## config.mk

```make
export PLATFORM = sky130hd
export DESIGN_NAME = board_judge
export DESIGN_NICKNAME = d
export VERILOG_FILES = /design/src/rtl/board_pkg.sv /design/src/rtl/line_eval.sv /design/src/rtl/board_judge.sv
export SDC_FILE = /design/constraint.sdc
export NUM_CORES = 1
export LEC_CHECK = 0
export BUFFER_PORTS_ARGS = -buffer_cell sky130_fd_sc_hd__buf_2
export CAP_MARGIN = 15
export CORE_ASPECT_RATIO = 1.1
export CORE_MARGIN = 2
export CORE_UTILIZATION = 40
export DETAILED_ROUTE_END_ITERATION = 10
export PLACE_DENSITY = 0.65
export SYNTH_ARGS = -nofsm -noshare
export SYNTH_HDL_FRONTEND = slang
export SYNTH_SLANG_ARGS = --single-unit
```

## constraint.sdc

```tcl
create_clock -name clk -period 3.5 [get_ports clk]
set_clock_uncertainty 0.05 [all_clocks]
set_input_delay 0.175 -clock clk [delete_from_list [all_inputs] [get_ports clk]]
set_output_delay 0.175 -clock clk [all_outputs]
set_load 0.02 [all_outputs]
```

## src/rtl/board_pkg.sv

```systemverilog
// rtl/board_pkg.sv - shared types, winner codes and line table for the board judge
package board_pkg;

    typedef enum logic [2:0] {
        ST_IDLE   = 3'd0,
        ST_CHECK  = 3'd1,
        ST_SCAN   = 3'd2,
        ST_REPORT = 3'd3,
        ST_OVER   = 3'd4
    } state_e;

    localparam logic [1:0] WIN_NONE = 2'b00;
    localparam logic [1:0] WIN_P1   = 2'b01;
    localparam logic [1:0] WIN_P2   = 2'b10;

    localparam int          NUM_CELLS = 9;
    localparam logic [2:0]  LAST_LINE = 3'd7;

    // Cell indices of each line, scanned in this order: rows, columns, diagonals.
    localparam logic [3:0] LINE_CELLS [0:7][0:2] = '{
        '{4'd8, 4'd7, 4'd6},
        '{4'd5, 4'd4, 4'd3},
        '{4'd2, 4'd1, 4'd0},
        '{4'd8, 4'd5, 4'd2},
        '{4'd7, 4'd4, 4'd1},
        '{4'd6, 4'd3, 4'd0},
        '{4'd8, 4'd4, 4'd0},
        '{4'd6, 4'd4, 4'd2}
    };

    // A cell carrying both marks makes the board illegal.
    function automatic logic board_conflict(input logic [17:0] b);
        logic c;
        c = 1'b0;
        for (int k = 0; k < NUM_CELLS; k++) begin
            c = c | (b[2*k+1] & b[2*k]);
        end
        return c;
    endfunction

    // True when every cell carries at least one mark.
    function automatic logic board_full(input logic [17:0] b);
        logic f;
        f = 1'b1;
        for (int k = 0; k < NUM_CELLS; k++) begin
            f = f & (b[2*k+1] | b[2*k]);
        end
        return f;
    endfunction

endpackage

```

## src/rtl/line_eval.sv

```systemverilog
// rtl/line_eval.sv - combinational ownership test of one three-cell line
module line_eval (
    input  logic [17:0] board_i,
    input  logic [3:0]  cell_a_i,
    input  logic [3:0]  cell_b_i,
    input  logic [3:0]  cell_c_i,
    output logic        p1_owns_o,
    output logic        p2_owns_o
);

    logic [8:0] p1_cells;
    logic [8:0] p2_cells;

    // Split the packed board into per-player occupancy vectors.
    always_comb begin
        p1_cells = '0;
        p2_cells = '0;
        for (int k = 0; k < 9; k++) begin
            p1_cells[k] = board_i[2*k+1];
            p2_cells[k] = board_i[2*k];
        end
    end

    assign p1_owns_o = p1_cells[cell_a_i] & p1_cells[cell_b_i] & p1_cells[cell_c_i];
    assign p2_owns_o = p2_cells[cell_a_i] & p2_cells[cell_b_i] & p2_cells[cell_c_i];

endmodule

```

## src/rtl/board_judge.sv

```systemverilog
// rtl/board_judge.sv - judges each placed board for legality, win or draw
module board_judge
    import board_pkg::*;
(
    input  logic        clk,
    input  logic        rst_n,
    input  logic        load,
    input  logic [17:0] board,
    input  logic        clear,
    output logic [17:0] board_q,
    output logic        busy,
    output logic        done,
    output logic [1:0]  winner,
    output logic        draw,
    output logic [2:0]  win_line,
    output logic        illegal,
    output logic        turn,
    output logic        overrun
);

    state_e      state_q, state_d;
    logic [17:0] shadow_q, shadow_d;
    logic [2:0]  line_q, line_d;
    logic [17:0] board_d;
    logic        turn_q, turn_d;
    logic [1:0]  winner_q, winner_d;
    logic        draw_q, draw_d;
    logic [2:0]  win_line_q, win_line_d;
    logic        illegal_q, illegal_d;
    logic        overrun_q, overrun_d;

    logic        p1_owns;
    logic        p2_owns;
    logic        conflict;
    logic        full;

    // Line 0 is evaluated already in CHECK, so line i resolves in cycle i+1.
    line_eval u_line_eval (
        .board_i   (shadow_q),
        .cell_a_i  (LINE_CELLS[line_q][0]),
        .cell_b_i  (LINE_CELLS[line_q][1]),
        .cell_c_i  (LINE_CELLS[line_q][2]),
        .p1_owns_o (p1_owns),
        .p2_owns_o (p2_owns)
    );

    assign conflict = board_conflict(shadow_q);
    assign full     = board_full(shadow_q);

    // State and result registers; reset abandons any evaluation in flight.
    always_ff @(posedge clk or negedge rst_n) begin
        if (!rst_n) begin
            state_q    <= ST_IDLE;
            shadow_q   <= '0;
            line_q     <= '0;
            board_q    <= '0;
            turn_q     <= 1'b0;
            winner_q   <= WIN_NONE;
            draw_q     <= 1'b0;
            win_line_q <= '0;
            illegal_q  <= 1'b0;
            overrun_q  <= 1'b0;
        end else begin
            state_q    <= state_d;
            shadow_q   <= shadow_d;
            line_q     <= line_d;
            board_q    <= board_d;
            turn_q     <= turn_d;
            winner_q   <= winner_d;
            draw_q     <= draw_d;
            win_line_q <= win_line_d;
            illegal_q  <= illegal_d;
            overrun_q  <= overrun_d;
        end
    end

    // Next-state and result logic; clear overrides everything including load.
    always_comb begin
        state_d    = state_q;
        shadow_d   = shadow_q;
        line_d     = line_q;
        board_d    = board_q;
        turn_d     = turn_q;
        winner_d   = winner_q;
        draw_d     = draw_q;
        win_line_d = win_line_q;
        illegal_d  = illegal_q;
        overrun_d  = overrun_q;

        if (clear) begin
            state_d    = ST_IDLE;
            line_d     = '0;
            board_d    = '0;
            turn_d     = 1'b0;
            winner_d   = WIN_NONE;
            draw_d     = 1'b0;
            win_line_d = '0;
            illegal_d  = 1'b0;
            overrun_d  = 1'b0;
        end else begin
            case (state_q)
                ST_IDLE: begin
                    if (load) begin
                        shadow_d   = board;
                        line_d     = '0;
                        winner_d   = WIN_NONE;
                        draw_d     = 1'b0;
                        win_line_d = '0;
                        illegal_d  = 1'b0;
                        state_d    = ST_CHECK;
                    end
                end
                ST_CHECK, ST_SCAN: begin
                    if (load) begin
                        overrun_d = 1'b1;
                    end
                    if ((state_q == ST_CHECK) && conflict) begin
                        illegal_d = 1'b1;
                        state_d   = ST_REPORT;
                    end else if (p1_owns || p2_owns) begin
                        winner_d   = p1_owns ? WIN_P1 : WIN_P2;
                        win_line_d = line_q;
                        state_d    = ST_REPORT;
                    end else if (line_q == LAST_LINE) begin
                        draw_d  = full;
                        state_d = ST_REPORT;
                    end else begin
                        line_d  = line_q + 3'd1;
                        state_d = ST_SCAN;
                    end
                end
                ST_REPORT: begin
                    if (load) begin
                        overrun_d = 1'b1;
                    end
                    if (!illegal_q) begin
                        board_d = shadow_q;
                        turn_d  = ~turn_q;
                    end
                    if ((winner_q != WIN_NONE) || draw_q) begin
                        state_d = ST_OVER;
                    end else begin
                        state_d = ST_IDLE;
                    end
                end
                ST_OVER: begin
                    state_d = ST_OVER;
                end
                default: begin
                    state_d = ST_IDLE;
                end
            endcase
        end
    end

    assign busy     = (state_q == ST_CHECK) || (state_q == ST_SCAN) || (state_q == ST_REPORT);
    assign done     = (state_q == ST_REPORT);
    assign winner   = winner_q;
    assign draw     = draw_q;
    assign win_line = win_line_q;
    assign illegal  = illegal_q;
    assign turn     = turn_q;
    assign overrun  = overrun_q;

endmodule

```

==> impl_metrics.yaml <==
clock_tree:
  htreeDepth: 2
  clkLatencyLatePin_ps: 310
  cts_max_path_buffers: 2
  clk_pin_slew_worst_paths_ps: 110
  numCtsBuffers: 5
  cts_tree: "done"
  cts_sinks: 51
  clockRootBuffer: "clkbuf_8"
finish:
  area_growth_pct: 14.5
  multi_input_area_um2: 1650
  layout_commonest_cell: "nand2_1"
  nFillCells: 685
  nets: 379
  drive_gt1_frac: 0.274
  final_cell_mix: "60 x nand2_1, 51 x dfrtp_1, 50 x buf_2"
  seqCellArea_um2: 1280
  diodes: 0
sta:
  hold_viol: 0
  tns_ps: 0
  finalCritPeriodShare: 0.886
  slew_headroom: 0.409
  drv_slew: 0
  rsz0062_at_grt: "no"
  min_period_ps: 3100
  fmax_ghz: 0.322
  tightest_slew_ps: 884
  setup_violations: 0
placement:
  gp_congestion: 0.982
  hpwl_mm: 5.20
  io_buffers: 50
grt:
  grt_pass1_wl_mm: 11.8
  grtUsageTotal: 0.181
  grt_max_degree: 52
  grt_pass1_vias: 2401
  antenna_found_initial: 0
  gr-total-overflow: 0
setup_path:
  worst-setup-path-type: "reg2reg"
  start_kind: "flip-flop"
  crit_chain: "inv_1, ha_1, mux2i_4, mux2i_1, mux2i_1, a221oi_2, nor4_4, nor4b_4, mux2i_1"
  slowest_delay_ps: 540
  crit_path_top_delay_cell: "dfrtp_1"
  arrival_ps: 3290
  cp_max_fo: 10
  crit_required_ps: 3680
  cp-end-kind: "flip-flop"
  cp_common_cell: "mux2i_1"
floorplanning:
  die-area_um2: 8250
  rows: 33
  initial_utilization: 0.408
  dieHeight_um: 95.0
  dieWidth_um: 86.8
  design.core.area_um2: 7390
  io_pins: 51
synthesis:
  yosysUniqueCellTypes: 53
  synth_top_area_frac: 0.423
  synth_edf_count: 0
  avgSynthCellArea_um2: 10.0
  yosys.area.top_type: "dfrtp_1"
  yosysWarnings: 0
  synth.area.top_cells: "dfrtp_1 42%, mux2i_1 8.3%, nand2_1 7.5%"
  ys_seq_elements: 51
  postSynthCellCount: 301
  syn-num-nets: 331
  ys.flop_type: "dfrtp_1"
  ys_seq_area_frac: 0.423
  syn_area_um2: 3010
  synth-async-reset-ratio: 1.00
power_and_ir_drop:
  ir_drop_uv: 372
  p_leak_uw: 0.00161
  power_frac_seq: 0.414
  switchingPower_uw: 1080
  swShare: 0.430
  pwr-share-clk: 0.144
  design_power_total_uw: 2510
  powerDensity_nw_per_um2: 727
  combPwrFrac: 0.443
  internal_power_uw: 1430
route:
  postRouteAntennaNets: 0
  drt_iter0_drc: 166
  vias_per_cell: 5.51
  drt_wl_total_mm: 7.18
  drc_errors: 0
  vias: 2406
  wl_per_cell_um: 16.4
  dr.pass1.iters: 4
min_path:
  min_path_type: "in2reg"
run_status:
  run_status: "finished clean"
job:
  maxCapViolations: 0
==> final cells by class <==
class,instances,area share
clock buffers,5,0.0199
flip-flops and latches,51,0.370
multi-input cells,229,0.478
repair buffers,56,0.0863
clock inverters,3,0.00834
inverters,6,0.00652
well taps,87,0.0315
==> cell usage after synthesis (all sizes together), types with 2 or more instances <==
cell	n
nand4	2
buf	6
nand2b	5
or3	3
mux4	4
mux2i	26
mux2	20
nor3	4
a31oi	3
nor2b	6
dfrtp	51
o21ai	4
nand2	60
o22a	2
nand3b	4
nor2	15
a22oi	3
o31ai	2
xnor2	2
a21oi	23
inv	6
o22ai	3
a221oi	3
ha	8
nand3	9
clkbuf	9
a211oi	3
==> final timing paths <==
path                       cells after the start  slack (ps)                  endpoint                  start
max in group asynchronous                      3        2520  shadow_q[10]$_DFFE_PN0P_                  rst_n
min reg2reg                                    2         450       overrun$_DFFE_PN0P_    overrun$_DFFE_PN0P_
max reg2reg                                    9         400     line_q[1]$_DFFE_PN0P_  line_q[1]$_DFFE_PN0P_
min in group asynchronous                      3         440   win_line[1]$_DFFE_PN0P_                  rst_n
max                                            9         400     line_q[1]$_DFFE_PN0P_  line_q[1]$_DFFE_PN0P_
min                                            2          40   shadow_q[6]$_DFFE_PN0P_               board[6]
==> power by group through the flow <==
stage | clock network [µW] | registers (µW) | logic [µW]
after floorplan | 0 | 970 | 853
after global placement | 0 | 1050 | 1100
after detailed placement | 0 | 1050 | 1110
after CTS | 374 | 1030 | 1110
after global routing | 397 | 1070 | 1210
final | 361 | 1040 | 1110
==> cells by family (layout without fill, tap and decap cells) <==
group,Yosys count,count (layout),share of synthesized area
DFF,51,51,0.423
and+or+nand+nor,113,113,0.180
muxes,50,50,0.196
buffers and inverters,21,70,0.0303
AOI/OAI and AO/OA,56,56,0.131
xor gates and xnor gates,2,2,0.00581
adders and majority gates,8,8,0.0332
==> sequential cells by signal, summed over array words and instances (netlist names) <==
| name | count |
|---|---|
| state_q | 3 |
| overrun | 1 |
| draw | 1 |
| board_q | 18 |
| line_q | 3 |
| shadow_q | 18 |
| illegal | 1 |
| win_line | 3 |
| turn | 1 |
| winner | 2 |
==> layer usage <==
layer  wire, µm  GRT usage
met2       3490      0.303
met3        452     0.0355
met5          0          0
met4         61     0.0443
met1       3170      0.241
==> worst max-delay path: cells and delay by family (launching register included) <==
kind | cells | cell delay, ps
muxes | 4 | 1060
DFF | 1 | 540
and+or+nand+nor | 2 | 490
adders and majority gates | 1 | 370
AOI/OAI and AO/OA | 1 | 340
buffers and inverters | 1 | 170
==> per-stage QoR <==
stage	hold slack [ps]	area (µm²)	instances	util	setup WS, ps
floorplan	-171	3010	301	-	769
global placement	278	3340	428	0.452	471
detailed placement	280	3340	428	0.452	340
CTS	32.4	3450	437	0.467	308
global route	33.0	3450	437	0.467	148
finish	36.6	3450	437	0.467	398
==> repair_timing <==
action | 4_1_cts | 5_1_grt
buffers inserted | 0 | 0
hold endpoints to repair | 51 | 0
hold buffers | 1 | 0
endpoints found under the setup margin | 0 | 1
resized for setup | 0 | 1
(Power assumes the default switching activity.)
